File: config.mk
export PLATFORM = sky130hd
export DESIGN_NAME = ps2_key_frontend
export DESIGN_NICKNAME = d
export VERILOG_FILES = /design/src/rtl/ps2_key_frontend.sv
export SDC_FILE = /design/constraint.sdc
export NUM_CORES = 1
export LEC_CHECK = 0
export CAP_MARGIN = 25
export CORE_MARGIN = 5
export CORE_UTILIZATION = 52
export DETAILED_ROUTE_END_ITERATION = 8
export PLACE_DENSITY = 0.75
export SETUP_SLACK_MARGIN = 0.3
export SKIP_LAST_GASP = 1
export SYNTH_ARGS = -nofsm -noshare
export SYNTH_HDL_FRONTEND = slang
export SYNTH_SLANG_ARGS = --single-unit
export TNS_END_PERCENT = 5
File: constraint.sdc
create_clock -name clk -period 1.8 [get_ports clk]
set_input_delay 0.27 -clock clk [delete_from_list [all_inputs] [get_ports clk]]
set_output_delay 0.27 -clock clk [all_outputs]
set_load 0.01 [all_outputs]
File: src/rtl/ps2_key_frontend.sv
// PS/2 keyboard front end: synchronises the bus, receives and validates 11-bit
// frames, and decodes Set-2 make/break/E0 sequences into a held-key state.
module ps2_key_frontend #(
    parameter int TIMEOUT = 50000
) (
    input  logic       clk,
    input  logic       resetn,
    input  logic       ps2_clk,
    input  logic       ps2_data,
    output logic [7:0] scancode,
    output logic       extended,
    output logic       light,
    output logic [7:0] num,
    output logic       frame_err
);

    localparam int WD_W = ($clog2(TIMEOUT + 1) > 16) ? $clog2(TIMEOUT + 1) : 16;
    localparam logic [WD_W-1:0] WD_MAX = WD_W'(TIMEOUT);

    typedef enum logic [1:0] {S_IDLE, S_EXT, S_BRK, S_EXT_BRK} state_t;

    logic [2:0]      r_clk_s, r_dat_s;
    logic [3:0]      r_bitcnt;
    logic [10:0]     r_frame;
    logic            r_done;
    logic [WD_W-1:0] r_idle;
    logic            r_byte_vld;
    logic [7:0]      r_byte;
    state_t          r_state;

    logic   w_fall, w_bit, w_ok, w_ignore;
    logic   w_do_make, w_do_brk, w_ext;
    state_t w_nxt;

    // Index 0 is the first synchroniser stage; falling edge seen between stages 2 and 3.
    always_ff @(posedge clk or negedge resetn) begin
        if (!resetn) begin
            r_clk_s <= 3'b111;
            r_dat_s <= 3'b111;
        end else begin
            r_clk_s <= {r_clk_s[1:0], ps2_clk};
            r_dat_s <= {r_dat_s[1:0], ps2_data};
        end
    end

    assign w_fall = ~r_clk_s[1] & r_clk_s[2];
    assign w_bit  = r_dat_s[2];

    always_ff @(posedge clk or negedge resetn) begin
        if (!resetn) begin
            r_bitcnt <= 4'd0;
            r_frame  <= 11'd0;
            r_done   <= 1'b0;
            r_idle   <= '0;
        end else begin
            r_done <= 1'b0;
            if (w_fall) begin
                r_idle  <= '0;
                r_frame <= {w_bit, r_frame[10:1]};
                if (r_bitcnt == 4'd10) begin
                    r_bitcnt <= 4'd0;
                    r_done   <= 1'b1;
                end else begin
                    r_bitcnt <= r_bitcnt + 4'd1;
                end
            end else if (r_idle != WD_MAX) begin
                r_idle <= r_idle + 1'b1;
            end else if (r_bitcnt != 4'd0) begin
                r_bitcnt <= 4'd0;
            end
        end
    end

    // Frame is LSB-first: [0]=start, [8:1]=data, [9]=odd parity, [10]=stop.
    assign w_ok = ~r_frame[0] & r_frame[10] & (^r_frame[9:1]);

    always_ff @(posedge clk or negedge resetn) begin
        if (!resetn) begin
            r_byte_vld <= 1'b0;
            r_byte     <= 8'h00;
            frame_err  <= 1'b0;
        end else begin
            r_byte_vld <= r_done & w_ok;
            frame_err  <= r_done & ~w_ok;
            if (r_done) r_byte <= r_frame[8:1];
        end
    end

    assign w_ignore = (r_byte == 8'hAA) || (r_byte == 8'hFA) || (r_byte == 8'hEE) ||
                      (r_byte == 8'hFE) || (r_byte == 8'h00);

    always_comb begin
        w_nxt     = r_state;
        w_do_make = 1'b0;
        w_do_brk  = 1'b0;
        w_ext     = 1'b0;
        if (r_byte_vld) begin
            unique case (r_state)
                S_IDLE: begin
                    if (r_byte == 8'hE0)      w_nxt = S_EXT;
                    else if (r_byte == 8'hF0) w_nxt = S_BRK;
                    else if (!w_ignore)       w_do_make = 1'b1;
                end
                S_EXT: begin
                    w_ext = 1'b1;
                    if (r_byte == 8'hF0)      w_nxt = S_EXT_BRK;
                    else if (r_byte == 8'hE0) w_nxt = S_EXT;
                    else if (!w_ignore) begin
                        w_do_make = 1'b1;
                        w_nxt     = S_IDLE;
                    end
                end
                S_BRK: begin
                    w_do_brk = 1'b1;
                    w_nxt    = S_IDLE;
                end
                S_EXT_BRK: begin
                    w_do_brk = 1'b1;
                    w_ext    = 1'b1;
                    w_nxt    = S_IDLE;
                end
                default: w_nxt = S_IDLE;
            endcase
        end
    end

    // A make of the key already held is typematic repeat and is dropped.
    always_ff @(posedge clk or negedge resetn) begin
        if (!resetn) begin
            r_state  <= S_IDLE;
            scancode <= 8'h00;
            extended <= 1'b0;
            light    <= 1'b0;
            num      <= 8'h00;
        end else begin
            r_state <= w_nxt;
            if (w_do_make && !(light && r_byte == scancode && w_ext == extended)) begin
                scancode <= r_byte;
                extended <= w_ext;
                light    <= 1'b1;
                num      <= num + 8'd1;
            end else if (w_do_brk && r_byte == scancode && w_ext == extended) begin
                light <= 1'b0;
            end
        end
    end

endmodule
==> metrics.txt, run 1 <==
Async S/R FF share, synth=100%; Post-synth EDFFs=0; Slew Limit Fails=0; fin crit share=103%; Port Buffers=22; compound-gate portion of the synthesized area=4.62%; Root Buffer=clkbuf_8; Hold WS=0.340 ns; total power=4.08 mW; Layout Cells excl Fill=389; RD Place Congestion=0.876; share of cells above drive strength 1=24.2%; clock skew after layout=0.00440 ns; ANT nets after route=0; buffer depth of the longest clock path=2; final core utilization=65.2%; GR Util All Layers=16.2%; cell breakdown of the critical path=buf_4, xor2_1, a211oi_2, nand4_2, buf_4, and3_2, xor2_1; net count after synthesis=270; Avg Synthesized Cell Area=12.1 um^2; Max Cap Violations=0; worst r2r src=r_byte[1]; main combinational cell family by area after synthesis=simple AND/OR/NAND/NOR gates; Hold Path Origin=ps2_clk; Die Y=87.7 um; DIE AREA=7700 um^2; Largest stage delay, worst path=0.42 ns; fmax=539 MHz; Cell Area, Placed=3610 um^2; Power Density=1060 nW/um^2; Post-Syn Area=3140 um^2; PnR worst setup slack=-0.0559 ns; clock latency on the worst-skew pair=0.33 ns; CTS tree=built; CP Capture Type=flip-flop; YS warnings=0; number of global-route vias before repair=2149; Fin Setup TNS=-0.513 ns; Max VDD drop=1.02 mV; worst hold path endpoint=r_clk_s[0]; share of the synthesized area in the top cell type=49.4%; DR iter-0 viols=83; pre-CTS setup slack=-0.0582 ns; crit-path max FO=6; routed vias/inst=5.46; RSZ-0062 raised after global routing=true; Worst path slowest cell=dfrtp_1; WHS Path Cells=1; Max transition margin=72.9%; Critical Path Start Type=flip-flop; IO Pins=23; crit path kind=reg2reg; FP Rows=28; xor-xnor portion of the synthesized cell area=10.3%; CTS sink count=68; # DRC=0; total gr overflow=0; Final min period=1.86 ns; largest net degree at the start of global routing=24; Critical Path RT=2.02 ns; ANT cells=0; antenna violations before repair=0; top cells by area, synth=dfrtp_1, mux2_2, xor2_1, dfstp_2, xnor2_1; r2r worst-path depth=7; CP arrival=2.07 ns; FF+latch count, synth=68; violated checks=setup timing; commonest non-fill, non-tap cell in the layout=dfrtp_1; FF-to-FF setup slack=-0.06 ns; sequential element share of the synthesized area=54.4%; htree depth=3; Syn Inst Count=260; post-synth top area cell=dfrtp_1; # fillers=454; Netlist cell types=39; post-CTS sizing=0; P&R area growth vs syn=22.1%; cell area after layout=3840 um^2; worst hold path type=in2reg; global-route wire length before repair=9830 um; commonest cells after routing, fill and taps aside=dfrtp_1, clkdlybuf4s50_1, xor2_1, nor2_1; Pre-Repair DR Iteration Count=5; Reg clk slew, reported paths=0.07 ns; drt total wl=5570 um; hpwl dp=3950 um; post-synthesis mux area share=10.8%; Leakage=1.86 nW; placed instance count=372; Worst-Margin Slew=0.406 ns; final hold vios=0; Initial Utilization=53.4%; Synth Area in Adders=2.39%; TritonCTS Buffers=9; Top FF cell, synth=dfrtp_1; Routed WL per cell=14.3 um; final setup violation count=10; Core Box Area=5890 um^2; Synth Area in Simple Gates=15.9%; outcome=finished, violations left; Vias=2125; fin nets=319; die width=87.7 um; RR Endpoint=num[6]
[kinds of logic after synthesis]
kind of cell / count (synthesis)
compound gates: 22
xor+xnor: 37
fa+ha+maj: 6
buf+inv: 14
flops: 68
mux: 27
simple gates: 86
[cells in the mapped netlist (2+ instances only)]
cell	number
ha_1	6
clkbuf_1	5
nand2_1	15
a31oi_1	2
and4_1	6
nor4b_1	2
nor2b_1	2
nand4_1	10
dfrtp_1	62
and3_1	12
mux2_2	18
nor2_1	20
xnor2_1	17
inv_1	9
dfstp_2	6
nand3_1	5
nor4_1	2
o21ai_0	9
xor2_1	20
a21oi_1	5
mux2_4	9
[timing repair]
| action | 4_1_cts | 5_1_grt |
|---|---|---|
| endpoints found under the setup margin | 45 | 50 |
| hold buffers | 1 | 0 |
| setup buffers | 0 | 0 |
| gates cloned | 0 | 0 |
| hold endpoints to repair | 8 | 0 |
| pin swaps | 1 | 0 |
[state kept, by name, indices dropped and copies added (netlist names)]
signal / cells
extended: 1
frame_err: 1
light: 1
num: 8
r_bitcnt: 4
r_byte: 8
r_byte_vld: 1
r_clk_s: 3
r_dat_s: 3
r_done: 1
r_frame: 11
r_idle: 16
r_state: 2
scancode: 8
[power by group]
group          total (mW)  leakage (nW)  switching [mW]  internal [mW]
clock                1.37         0.113           0.557          0.812
combinational       0.802         0.842           0.381          0.421
sequential           1.91         0.900           0.198           1.71
[worst max-delay path, delay by kind of cell (launching register included)]
family	cells	cell delay [ns]
flops	1	0.42
simple gates	2	0.38
buf+inv	2	0.36
xor+xnor	2	0.31
compound gates	1	0.26
[area by class of cell]
class	count	area [um^2]	area share, %
clock buffers	11	141	3.69
inverters	9	33.8	0.881
well taps	75	93.8	2.45
multi-input cells	178	1380	36.0
flip-flops and latches	68	1710	44.6
clock inverters	5	75.1	1.96
repair buffers	43	400	10.4
[how the worst max path moves through the flow]
stage                        to       from  slack, ns  depth (start not counted)
floorplan                num[1]  r_byte[2]       0.01                          5
global placement    scancode[3]  r_byte[1]      0.007                          6
detailed placement  scancode[7]  r_byte[1]      -0.06                          6
CTS                      num[6]  r_byte[1]      -0.06                          7
global route        scancode[6]  r_byte[1]      -0.14                          6
finish                   num[6]  r_byte[1]      -0.06                          7
[per-layer routing]
metal  vias up  GRT usage (%)  part of all wire [%]
li1       1013              -                     -
met1      1067           21.9                    45
met2        38           26.1                    50
met3         7           3.20                   4.3
met4         0           5.72                  0.79
met5         -              0                     0
(Power assumes the default switching activity.)
==> inputs of run 2 (changes only) <==
--- a/config.mk
+++ b/config.mk
@@ -9,6 +9,7 @@
 export CORE_MARGIN = 5
 export CORE_UTILIZATION = 52
 export DETAILED_ROUTE_END_ITERATION = 8
+export GPL_ROUTABILITY_DRIVEN = 1
 export PLACE_DENSITY = 0.75
 export SETUP_SLACK_MARGIN = 0.3
 export SKIP_LAST_GASP = 1
==> results of run 2 <==
Final layout, timing and power as in run 1 (identical DEF).
